**src/rtl/usb_cdc_pkg.sv**
```systemverilog
`default_nettype none
// ============================================================================
//  Module      : usb_cdc_pkg
//  Description : Shared definitions for the bulk endpoint scheduler.
//                Contains the scheduler FSM state encoding, the DATA0/DATA1
//                toggle constants and the USB endpoint-number width.
//  Revision    : 1.0 - initial release
// ============================================================================
package usb_cdc_pkg;

    // Width of a USB endpoint number as carried by the token.
    localparam int c_ENDP_W = 4;

    // Scheduler FSM state encoding.
    typedef logic [1:0] state_t;
    localparam state_t c_ST_IDLE     = 2'd0;
    localparam state_t c_ST_IN_XFER  = 2'd1;
    localparam state_t c_ST_OUT_XFER = 2'd2;
    localparam state_t c_ST_OUT_DROP = 2'd3;

    // Data toggle values.
    localparam logic c_TOG_DATA0 = 1'b0;
    localparam logic c_TOG_DATA1 = 1'b1;

endpackage
`default_nettype wire

```
**src/rtl/toggle_bank.sv**
```systemverilog
`default_nettype none
// ============================================================================
//  Module      : toggle_bank
//  Description : Per-slot DATA0/DATA1 toggle storage.
//                Ports: clk, rst (sync, active-high), i_flip/i_flip_idx flip
//                one slot, i_clr_mask forces slots back to DATA0 (wins over a
//                flip), i_rd_idx/o_rd read one slot combinationally.
//  Revision    : 1.0 - initial release
// ============================================================================
module toggle_bank
    import usb_cdc_pkg::*;
#(
    parameter int NUM_ENDP = 2
) (
    input  logic                clk,
    input  logic                rst,
    input  logic                i_flip,
    input  logic [2:0]          i_flip_idx,
    input  logic [NUM_ENDP-1:0] i_clr_mask,
    input  logic [2:0]          i_rd_idx,
    output logic                o_rd
);

    logic [NUM_ENDP-1:0] r_tog;

    always_ff @(posedge clk) begin
        if (rst) begin
            r_tog <= {NUM_ENDP{c_TOG_DATA0}};
        end else begin
            for (int k = 0; k < NUM_ENDP; k++) begin
                if (i_clr_mask[k]) begin
                    r_tog[k] <= c_TOG_DATA0;
                end else if (i_flip && (i_flip_idx == 3'(k))) begin
                    r_tog[k] <= (r_tog[k] == c_TOG_DATA0) ? c_TOG_DATA1 : c_TOG_DATA0;
                end
            end
        end
    end

    always_comb begin
        o_rd = c_TOG_DATA0;
        for (int k = 0; k < NUM_ENDP; k++) begin
            if (i_rd_idx == 3'(k)) begin
                o_rd = r_tog[k];
            end
        end
    end

endmodule
`default_nettype wire

```
**src/rtl/bulk_endp_sched.sv**
```systemverilog
`default_nettype none
// ============================================================================
//  Module      : bulk_endp_sched
//  Description : Routes SIE IN/OUT transactions to NUM_ENDP bulk endpoint
//                slots (USB endpoints EP_BASE..EP_BASE+NUM_ENDP-1) and keeps
//                the per-slot data toggles.
//                SIE side : endp_i, in_req_i, in_ready_i, in_data_ack_i,
//                           in_data_o/in_valid_o/in_toggle_o, out_* strobes,
//                           out_nak_o, stall_o.
//                Slot side: ep_in_* / ep_out_* routed to the selected slot,
//                           ep_in_data_i/ep_in_valid_i/ep_out_nak_i/ep_halt_i.
//                Optional : define BULK_SCHED_STALL_EN to honour ep_halt_i.
//  Revision    : 1.0 - initial release
// ============================================================================
module bulk_endp_sched
    import usb_cdc_pkg::*;
#(
    parameter int NUM_ENDP = 2,
    parameter int EP_BASE  = 1
) (
    input  logic                  clk_i,
    input  logic                  rst_i,
    input  logic [c_ENDP_W-1:0]   endp_i,
    input  logic                  in_req_i,
    input  logic                  in_ready_i,
    input  logic                  in_data_ack_i,
    output logic [7:0]            in_data_o,
    output logic                  in_valid_o,
    output logic                  in_toggle_o,
    input  logic [7:0]            out_data_i,
    input  logic                  out_valid_i,
    input  logic                  out_err_i,
    input  logic                  out_ready_i,
    input  logic                  out_toggle_i,
    output logic                  out_nak_o,
    output logic                  stall_o,
    output logic [NUM_ENDP-1:0]   ep_in_req_o,
    output logic [NUM_ENDP-1:0]   ep_in_ready_o,
    output logic [NUM_ENDP-1:0]   ep_in_data_ack_o,
    input  logic [8*NUM_ENDP-1:0] ep_in_data_i,
    input  logic [NUM_ENDP-1:0]   ep_in_valid_i,
    output logic [NUM_ENDP-1:0]   ep_out_valid_o,
    output logic [NUM_ENDP-1:0]   ep_out_err_o,
    output logic [NUM_ENDP-1:0]   ep_out_ready_o,
    input  logic [NUM_ENDP-1:0]   ep_out_nak_i,
    input  logic [NUM_ENDP-1:0]   ep_halt_i
);

    localparam logic [4:0] c_EP_LO = 5'(EP_BASE);
    localparam logic [4:0] c_EP_HI = 5'(EP_BASE + NUM_ENDP);

    state_t     r_state;
    logic [2:0] r_sel;
    logic       r_mapped;
    logic       r_in_req_d;
    logic       r_valid_seen;
    logic       r_nak_seen;

    logic [4:0]          w_endp_ext, w_endp_off;
    logic                w_dec_mapped, w_idle, w_in_rise, w_in_start, w_out_start;
    logic [2:0]          w_sel;
    logic                w_mapped, w_in_phase, w_out_phase, w_drop_phase, w_active;
    logic                w_fin, w_tog_rd, w_tog_sel, w_mismatch, w_slot_nak;
    logic                w_drop_now, w_zlp_drop, w_drop_end, w_flip, w_halt;
    logic [NUM_ENDP-1:0] w_hit, w_route, w_clr;
    logic [7:0]          w_in_data;
    logic                w_in_valid;

    // The byte bus reaches the slots directly; only the strobes pass here.
    logic w_unused_out_data;
    assign w_unused_out_data = |out_data_i;

    assign w_endp_ext   = {1'b0, endp_i};
    assign w_endp_off   = w_endp_ext - c_EP_LO;
    assign w_dec_mapped = (w_endp_ext >= c_EP_LO) && (w_endp_ext < c_EP_HI);

    assign w_idle      = (r_state == c_ST_IDLE);
    assign w_in_rise   = in_req_i & ~r_in_req_d;
    assign w_in_start  = w_idle & w_in_rise;
    // IN wins when a token rise and an OUT strobe coincide.
    assign w_out_start = w_idle & ~w_in_rise & (out_valid_i | out_ready_i);

    // While idle, the first strobe is routed straight from endp_i so the
    // opening cycle of a transaction is not lost to the selection latch.
    assign w_sel    = w_idle ? w_endp_off[2:0] : r_sel;
    assign w_mapped = w_idle ? w_dec_mapped    : r_mapped;

    assign w_in_phase   = w_in_start  | (r_state == c_ST_IN_XFER);
    assign w_out_phase  = w_out_start | (r_state == c_ST_OUT_XFER);
    assign w_drop_phase = (r_state == c_ST_OUT_DROP);
    assign w_active     = w_in_phase | w_out_phase | w_drop_phase;

    // Packet end: ready with no data byte, or ready with an error abort.
    assign w_fin = out_ready_i & (~out_valid_i | out_err_i);

    always_comb begin
        w_hit = '0;
        for (int k = 0; k < NUM_ENDP; k++) begin
            w_hit[k] = w_mapped && (w_sel == 3'(k));
        end
    end

`ifdef BULK_SCHED_STALL_EN
    logic [NUM_ENDP-1:0] r_halt_d;

    always_ff @(posedge clk_i) begin
        if (rst_i) begin
            r_halt_d <= '0;
        end else begin
            r_halt_d <= ep_halt_i;
        end
    end

    assign w_halt  = |(ep_halt_i & w_hit);
    // A slot leaving halt restarts its data sequence at DATA0.
    assign w_clr   = r_halt_d & ~ep_halt_i;
    assign stall_o = ~rst_i & w_active & w_halt;
`else
    logic w_unused_halt;
    assign w_unused_halt = |ep_halt_i;
    assign w_halt        = 1'b0;
    assign w_clr         = '0;
    assign stall_o       = 1'b0;
`endif

    assign w_route    = w_hit & {NUM_ENDP{~rst_i & ~w_halt}};
    assign w_tog_sel  = w_mapped & w_tog_rd;
    assign w_mismatch = (out_toggle_i != w_tog_sel);
    assign w_slot_nak = |(ep_out_nak_i & w_hit);

    // Wrong toggle on the first data byte: the host is resending a packet we
    // already took, so ACK it but keep it away from the slot.
    assign w_drop_now = w_out_phase & out_valid_i & ~r_valid_seen & w_mismatch
                        & w_mapped & ~w_halt;
    // A zero-length packet carries no byte, so its toggle is judged at the end.
    assign w_zlp_drop = w_out_phase & w_fin & ~out_valid_i & ~out_err_i & ~r_valid_seen
                        & w_mismatch & w_mapped & ~w_halt;
    assign w_drop_end = ((w_drop_phase | w_drop_now) & w_fin) | w_zlp_drop;

    assign w_flip = ~rst_i & w_mapped & ~w_halt &
                    ((w_in_phase & in_data_ack_i & out_ready_i) |
                     (w_out_phase & out_ready_i & ~out_valid_i & ~out_err_i & ~w_zlp_drop
                      & ~(w_slot_nak | r_nak_seen)));

    toggle_bank #(
        .NUM_ENDP (NUM_ENDP)
    ) u_toggle_bank (
        .clk        (clk_i),
        .rst        (rst_i),
        .i_flip     (w_flip),
        .i_flip_idx (w_sel),
        .i_clr_mask (w_clr),
        .i_rd_idx   (w_sel),
        .o_rd       (w_tog_rd)
    );

    always_comb begin
        w_in_data  = '0;
        w_in_valid = 1'b0;
        for (int k = 0; k < NUM_ENDP; k++) begin
            if (w_route[k]) begin
                w_in_data  = ep_in_data_i[8*k +: 8];
                w_in_valid = ep_in_valid_i[k];
            end
        end
    end

    assign in_data_o        = w_in_phase ? w_in_data : 8'h00;
    assign in_valid_o       = w_in_phase & w_in_valid;
    assign in_toggle_o      = ~rst_i & w_in_phase & w_tog_sel;
    assign ep_in_req_o      = w_route & {NUM_ENDP{in_req_i & w_in_phase}};
    assign ep_in_ready_o    = w_route & {NUM_ENDP{in_ready_i & w_in_phase}};
    assign ep_in_data_ack_o = w_route & {NUM_ENDP{in_data_ack_i & w_in_phase}};

    assign ep_out_valid_o = w_route & {NUM_ENDP{out_valid_i & w_out_phase & ~w_drop_now}};
    assign ep_out_ready_o = w_route & {NUM_ENDP{(out_ready_i & w_out_phase & ~w_drop_now
                                                 & ~w_zlp_drop) | w_drop_end}};
    assign ep_out_err_o   = w_route & {NUM_ENDP{(out_err_i & w_out_phase & ~w_drop_now
                                                 & ~w_zlp_drop) | w_drop_end}};

    assign out_nak_o = ~rst_i & ((w_active & ~w_mapped) |
                                 (w_out_phase & w_slot_nak & ~w_drop_now & ~w_zlp_drop));

    always_ff @(posedge clk_i) begin
        if (rst_i) begin
            r_state      <= c_ST_IDLE;
            r_sel        <= 3'd0;
            r_mapped     <= 1'b0;
            r_in_req_d   <= 1'b0;
            r_valid_seen <= 1'b0;
            r_nak_seen   <= 1'b0;
        end else begin
            r_in_req_d <= in_req_i;
            if (w_in_start) begin
                r_state  <= c_ST_IN_XFER;
                r_sel    <= w_sel;
                r_mapped <= w_mapped;
            end else if (w_out_phase) begin
                r_sel    <= w_sel;
                r_mapped <= w_mapped;
                if (w_fin) begin
                    r_state      <= c_ST_IDLE;
                    r_valid_seen <= 1'b0;
                    r_nak_seen   <= 1'b0;
                end else begin
                    r_state      <= w_drop_now ? c_ST_OUT_DROP : c_ST_OUT_XFER;
                    r_valid_seen <= r_valid_seen | out_valid_i;
                    r_nak_seen   <= r_nak_seen | w_slot_nak;
                end
            end else if (r_state == c_ST_IN_XFER) begin
                if (!in_req_i) begin
                    r_state <= c_ST_IDLE;
                end
            end else if (w_drop_phase && w_fin) begin
                r_state      <= c_ST_IDLE;
                r_valid_seen <= 1'b0;
                r_nak_seen   <= 1'b0;
            end
        end
    end

endmodule
`default_nettype wire

```
**config.mk**
```make
export PLATFORM = sky130hd
export DESIGN_NAME = bulk_endp_sched
export DESIGN_NICKNAME = d
export VERILOG_FILES = /design/src/rtl/usb_cdc_pkg.sv /design/src/rtl/toggle_bank.sv /design/src/rtl/bulk_endp_sched.sv
export SDC_FILE = /design/constraint.sdc
export NUM_CORES = 1
export LEC_CHECK = 0
export ABC_CLOCK_PERIOD_IN_PS = 4500
export BUFFER_PORTS_ARGS = -buffer_cell sky130_fd_sc_hd__buf_2
export CAP_MARGIN = 10
export CORE_ASPECT_RATIO = 1.75
export CORE_UTILIZATION = 45
export CTS_CLUSTER_SIZE = 40
export DETAILED_ROUTE_END_ITERATION = 16
export GPL_ROUTABILITY_DRIVEN = 0
export PLACE_DENSITY = 0.82
export SLEW_MARGIN = 10
export SYNTH_ARGS = -nofsm -noshare
export SYNTH_HDL_FRONTEND = slang
export SYNTH_HIERARCHICAL = 1
export SYNTH_SLANG_ARGS = --single-unit
```
**constraint.sdc**
```tcl
create_clock -name clk_i -period 4.5 [get_ports clk_i]
set_input_delay 0 -clock clk_i [delete_from_list [all_inputs] [get_ports clk_i]]
set_output_delay 0 -clock clk_i [all_outputs]
set_load 0.03 [all_outputs]
```
[Yosys cells after proc, flatten, opt, wreduce, memory -nomap -nowiden]
Cells that the tools add are included.
Word-level totals
  bits in registers: 11
  latch bits: 0
  RAM bits: 0
  memory bits (read-only): 0
  bits of input ports: 43
  output and inout bits: 24
  logic and storage cells: 140
  memories: 0
Operators by class
  add/subtract/negate cells: 1
  multiply operators: 0
  div/mod/pow operators: 0
  order comparisons: 2
  eq/ne operators: 8
  shift operators: 0
  multiplexer cells: 28
  bitwise gates (word level): 75
  reduce and logical (&&, ||, !) cells: 17
Operators by type and width (count)
  1-bit AND: 42
  8-bit 2-to-1 mux: 3
  1-bit 2-to-1 mux: 17
  2-bit AND: 8
  1-bit bitwise OR: 14
  1-bit inverter: 11
  2-bit 2-to-1 mux: 5
  3-bit 2-to-1 mux: 3
  1-bit logical AND: 6
  2-bit == test (second input constant): 2
  4-bit by 1-bit >= comparator with 1-bit output (second input constant): 1
  4-bit by 2-bit less-than comparator with 1-bit output (second input constant): 1
  4-bit inequality test (second input constant): 1
  2-bit AND reduction: 2
  2-bit nonzero test: 2
  4-bit nonzero test: 1
  2-bit OR reduction: 2
  3-bit by 1-bit == test with 1-bit output (second input constant): 1
  3-bit zero test: 1
  3-bit inequality test (second input constant): 1
  3-bit AND reduction: 1
  3-bit nonzero test: 1
  3-bit by 1-bit subtractor with 3-bit output (second input constant): 1
  2-bit by 1-bit == test with 1-bit output (second input constant): 1
  3 further kinds: 3

[Logic depth before layout (Yosys ltp)]
  depth after elaboration: 18
  gate-level depth with buffers: 13
  mapped depth without buffers: 11

[By module]
Netlist, hierarchy kept.
By module, submodules not included
  bulk_endp_sched: instances 1, cells an instance 150, area each 1002.2 um2, seq. area each 180.2 um2
  toggle_bank: instances 1, cells an instance 12, area each 133.9 um2, seq. area each 40.0 um2

[Worst setup path after synthesis]
OpenSTA, ideal clock, no wires.
  path type: register -> register
  from: reg r_state[1]
  to: reg u_toggle_bank.r_tog[0]
  setup time: 0.123 ns
  arrival: 2.658 ns
  required time: 4.377 ns
  setup slack: 1.719 ns
  cell stages (with the launch flop): 14
  buffers on the path: 2
  clock period less this slack: 2.781 ns
  cell sequence: dfxtp_1 -> buf_6 -> or3_4 -> and2_1 -> inv_2 -> buf_4 -> mux2i_1 -> nor3_1 -> xnor2_1 -> nor3_4 -> nand4bb_1 -> a21oi_1 -> nor4b_2 -> mux2_1
On the way
  elaborated cells on any way between the ends: 40
  those cells by class: 4 x eq/ne; 4 x mux; 26 x bitwise; 6 x reduce/logical
RTL lines
  from (decl): RTL line bulk_endp_sched.sv:52  | state_t r_state;
  from (signal assigned): RTL line bulk_endp_sched.sv:186  | r_state <= c_ST_IDLE;
  from (signal assigned): RTL line bulk_endp_sched.sv:195  | r_state <= c_ST_IN_XFER;
  from (signal assigned): RTL line bulk_endp_sched.sv:202  | r_state <= c_ST_IDLE;
  2-bit zero test (*): RTL line bulk_endp_sched.sv:77  | assign w_idle = (r_state == c_ST_IDLE);
  3-bit 2-to-1 mux (*): RTL line bulk_endp_sched.sv:85  | assign w_sel = w_idle ? w_endp_off[2:0] : r_sel;
  named net w_sel[0]: RTL line bulk_endp_sched.sv:61  | logic [2:0] w_sel;
  3-bit zero test: RTL line toggle_bank.sv:43  | if (i_rd_idx == 3'(k)) begin
  1-bit 2-to-1 mux: RTL line toggle_bank.sv:43
  1-bit 2-to-1 mux (*): RTL line toggle_bank.sv:43
  named net w_tog_rd: RTL line bulk_endp_sched.sv:63  | logic w_fin, w_tog_rd, w_tog_sel, w_mismatch, w_slot_nak;
  1-bit AND (*): RTL line bulk_endp_sched.sv:127  | assign w_tog_sel = w_mapped & w_tog_rd;
  1-bit inequality test (*): RTL line bulk_endp_sched.sv:128  | assign w_mismatch = (out_toggle_i != w_tog_sel);
  1-bit AND (*) (2 in a row): RTL line bulk_endp_sched.sv:137  | & w_mismatch & w_mapped & ~w_halt;
  1-bit inverter (*): RTL line bulk_endp_sched.sv:142  | (w_out_phase & out_ready_i & ~out_valid_i & ~out_err_i & ~w_zlp_drop
  1-bit AND (*): RTL line bulk_endp_sched.sv:142
  1-bit AND (*): RTL line bulk_endp_sched.sv:143  | & ~(w_slot_nak | r_nak_seen)));
  1-bit bitwise OR (*): RTL line bulk_endp_sched.sv:141  | ((w_in_phase & in_data_ack_i & out_ready_i) |
  1-bit AND (*): RTL line bulk_endp_sched.sv:140  | assign w_flip = ~rst_i & w_mapped & ~w_halt &
  named net w_flip: RTL line bulk_endp_sched.sv:64  | logic w_drop_now, w_zlp_drop, w_drop_end, w_flip, w_halt;
  1-bit logical AND (*): RTL line toggle_bank.sv:33  | end else if (i_flip && (i_flip_idx == 3'(k))) begin
  to (signal assigned): RTL line toggle_bank.sv:28  | r_tog <= {NUM_ENDP{c_TOG_DATA0}};
  to (signal, indexed assignment): RTL line toggle_bank.sv:32  | r_tog[k] <= c_TOG_DATA0;
  to (signal, indexed assignment): RTL line toggle_bank.sv:34  | r_tog[k] <= (r_tog[k] == c_TOG_DATA0) ? c_TOG_DATA1 : c_TOG_DATA0;
  to (decl): RTL line toggle_bank.sv:24  | logic [NUM_ENDP-1:0] r_tog;
The timed path passes the listed nets; every way through them passes the cells marked *.
A chain may end at the register's enable or synchronous reset.

[Worst setup path after layout]
  from: reg r_state[0]
  to: reg u_toggle_bank.r_tog[0]
On the way
  elaborated cells on any way between the ends: 40
  those cells by class: 4 x eq/ne; 4 x mux; 26 x bitwise; 6 x reduce/logical
RTL lines (RTL line)
  2-bit zero test (*): bulk_endp_sched.sv:77
  3-bit 2-to-1 mux (*): bulk_endp_sched.sv:85
  3-bit zero test: toggle_bank.sv:43
  1-bit 2-to-1 mux: toggle_bank.sv:43
  1-bit 2-to-1 mux (*): toggle_bank.sv:43
  named net w_tog_rd: bulk_endp_sched.sv:63
  1-bit AND (*): bulk_endp_sched.sv:127
  1-bit inequality test (*): bulk_endp_sched.sv:128
  1-bit AND (*) (2 in a row): bulk_endp_sched.sv:137
  1-bit inverter (*): bulk_endp_sched.sv:142
  1-bit AND (*): bulk_endp_sched.sv:142
  1-bit AND (*): bulk_endp_sched.sv:143
  1-bit bitwise OR (*): bulk_endp_sched.sv:141
  1-bit AND (*): bulk_endp_sched.sv:140
  named net w_flip: bulk_endp_sched.sv:64
  1-bit logical AND (*): toggle_bank.sv:33
Marked as above.

==> parameters.txt <==
Parameter                              Value

STA
  Worst Hold Slack ... a little over 6 ps
  Worst slew pin tran ... 631 ps
  Unrepaired setup endpoints after global routing ... no
  Count of final max-slew check failures ... 0
  Final hold violation count ... 0
  Part of the cycle the worst path needs ... between 70% and 80%
  Final period demand of the worst path ... 3320 ps
  Setup violators final ... 0
  Upper clock frequency limit ... ~300 MHz
  Setup clock skew after layout ... approximately 1.7 ps
  Final critical-path setup slack ... 1180 ps
  Remaining max-slew budget at the tightest pin ... 57.5%
  Total negative slack ... 0 ps

CTS
  Latest clock arrival within the worst-skew pair ... around 240 ps
  Clock Tree Root ... clkbuf_8
  Total setup buffers inserted after CTS ... 0
  Max H-tree Level ... 1
  Number of buffers inserted for hold repair after clock tree synthesis ... 0
  Post-CTS resize count ... 0
  Clock tree from TritonCTS ... built
  Total number of clock tree sinks ... 11
  Clock Path Buffers ... 2
  Number of buffers created by CTS ... 3
  Clock transition time at the flip-flop clock pins of the worst setup and hold paths ... ~50 ps

Yosys
  Post-Synth XOR/XNOR Area ... roughly 1.5%
  Post-synthesis async set-or-reset flop share ... 0%
  Multiplexer fraction of the synthesized cell area ... between 6 and 7%
  Total of flip-flops plus latches after synthesis ... 11
  Compound-cell area share of the yosys netlist ... between 20% and 30%
  Simple-gate portion of the synthesized area ... a little under two fifths
  Post-synth top flop ... dfxtp_1
  Adder-Cell Fraction of Synth Area ... 3.30%
  Post-Syn Area ... 1140 sq um
  Number of flops mapped to enable cells by yosys ... 0
  Synth unique cells ... slightly below 50
  Number of instances in the synthesized netlist ... between 150 and 200
  Yosys Warn Count ... 6
  Sequential cell area fraction in the yosys report ... between 15 and 20%
  Per-instance average area after synthesis ... 7.01 sq um
  Main combinational cell family by area after synthesis ... simple AND/OR/NAND/NOR gates

Min path
  Worst hold path class ... input pin to flip-flop
  Beginning of the worst hold path ... in_req_i

Setup path
  Reg-to-reg critical path startpoint ... r_state[0]
  Maximum fanout encountered on the critical timing path ... 16
  Crit path kind ... flip-flop to flip-flop
  CP Data Arrival Time ... roughly 3500 ps
  Critical path capture point type ... flip-flop
  Critical path launch point ... r_state[0]
  Critical path launch point type ... flip-flop
  Crit path required time ... between 4000 and 5000 ps

Final layout
  Most common cell after layout, fill and taps aside ... buf_2
  Final-stage net count ... around 260
  ANT cells ... 0
  Share of final-layout standard cells stronger than drive strength 1 ... a little under a third
  Most used cells in the layout excluding fill and tap cells ... 55 x buf_2, 28 x nand2_1, 21 x nor2_1
  Synth-to-layout area growth ... 27.4%

Power and ir drop
  Total power ... approximately 380 uW
  PD cells ... ~260 nW/um^2
  Leakage component of the power ... 0.000724 uW
  Largest voltage drop on the vdd net ... 162 uV

Detailed routing
  DRC Markers ... 0
  Via Count ... between 1000 and 1500
  Routed WL per cell ... between 10 and 15 um
  Number of iterations in the first detailed-routing pass ... 4
  Remaining antenna violation count after routing ... 0
  Final Routed Wirelength ... ~2900 um
  DR iter-0 viols ... 28
  Via/cell ratio ... 5.48

Floorplanning
  Core box area ... 2330 sq um
  Placement row count ... 23
  Effective utilization at floorplan ... about half
  Die X-Extent ... ~40 um
  Die H ... approximately 68 um
  Full die area ... roughly 2700 sq um
  Top-level I/O count ... between 60 and 70

Placement
  I/O Buffers ... 55
  Minimum setup slack after placement ... between 1000 and 1500 ps
  Half-perimeter wire length after placement ... 2370 um

Global route
  Number of global-route vias before repair ... ~1000
  Global-route wire length before repair ... 4170 um
  All-layer global routing usage ... about 22%
  Maximum number of pins on one net before global-route repair ... 17
  Total overflow reported by the global router ... 0
  Antenna violations before repair ... 0

Outcome
  Run status ... finished clean

Job
  Max-cap check violation count ... 0
[cell type report]
cell class,instances,area (sq um)
repair buffers,55,275
inverters,10,37.5
flip-flops and latches,11,220
fillers,237,883
clock buffers,4,45.0
well taps,25,31.3
multi-input cells,137,838
[worst max-delay path, cell delays in order (launching register included)]
cell	delay [ps]
dfxtp_1	650
or3_4	230
and2_1	400
inv_2	230
mux2i_1	170
nor3_1	250
xnor2_1	210
nor3_4	100
nand4bb_1	180
a21oi_1	190
nor4b_2	260
mux2_1	340
[report_power, final]
group / total (uW) / switching [uW] / internal, uW / leakage [uW]
combinational: 161 / 98.5 / 62.3 / 0.000611
sequential: 124 / 15.1 / 109 / 0.0000903
clock: 98.9 / 36.7 / 62.2 / 0.0000228
total: 383 / 150 / 233 / 0.000724
[metrics by stage]
step,area (sq um),cells,utilization [%]
finish,1450,242,62.1
global route,1450,242,62.1
CTS,1450,242,62.1
detailed placement,1400,238,60.2
global placement,1400,238,60.2
floorplan,1150,166,-
[cell usage after synthesis (all sizes together) (3+ instances only)]
cell type	n	share of area [%]
o21ai	7	3.1
nor2	21	6.9
nand3	4	1.8
ha	3	3.3
a31oi	3	3.5
inv	10	3.3
a21oi	14	6.2
mux2i	5	4.4
nor3	11	6.3
nor3b	3	2.0
nand2	28	9.3
dfxtp	11	19
buf	6	4.2
[routing by layer]
layer  vias to the layer above  track usage, %  wire length [um]
li1                        669               -                 -
met1                       587            19.2              1120
met2                        65            44.4              1510
met3                         4            4.22               232
met4                         0            7.76                26
met5                         -               0                 0
[registers in the layout (all words and copies together), names as in the netlist]
name and count:
r_mapped 1, r_in_req_d 1, u_toggle_bank/r_tog 2, r_valid_seen 1
r_sel 3, r_state 2, r_nak_seen 1
[cell families after synthesis]
logic type | after synthesis
AOI/OAI and AO/OA | 38
buffers and inverters | 18
muxes | 7
and+or+nand+nor | 82
DFF | 11
other | 1
adders and majority gates | 3
xor gates and xnor gates | 2
[path summary, 6_finish.rpt]
kind | slack (ps) | cells after the start | to
setup / recovery | 1180 | 11 | u_toggle_bank/r_tog[0]
hold / removal | 6 | 2 | r_in_req_d
setup reg to reg | 1180 | 11 | u_toggle_bank/r_tog[0]
hold reg to reg | 490 | 2 | r_sel[0]
(Power assumes the default switching activity.)
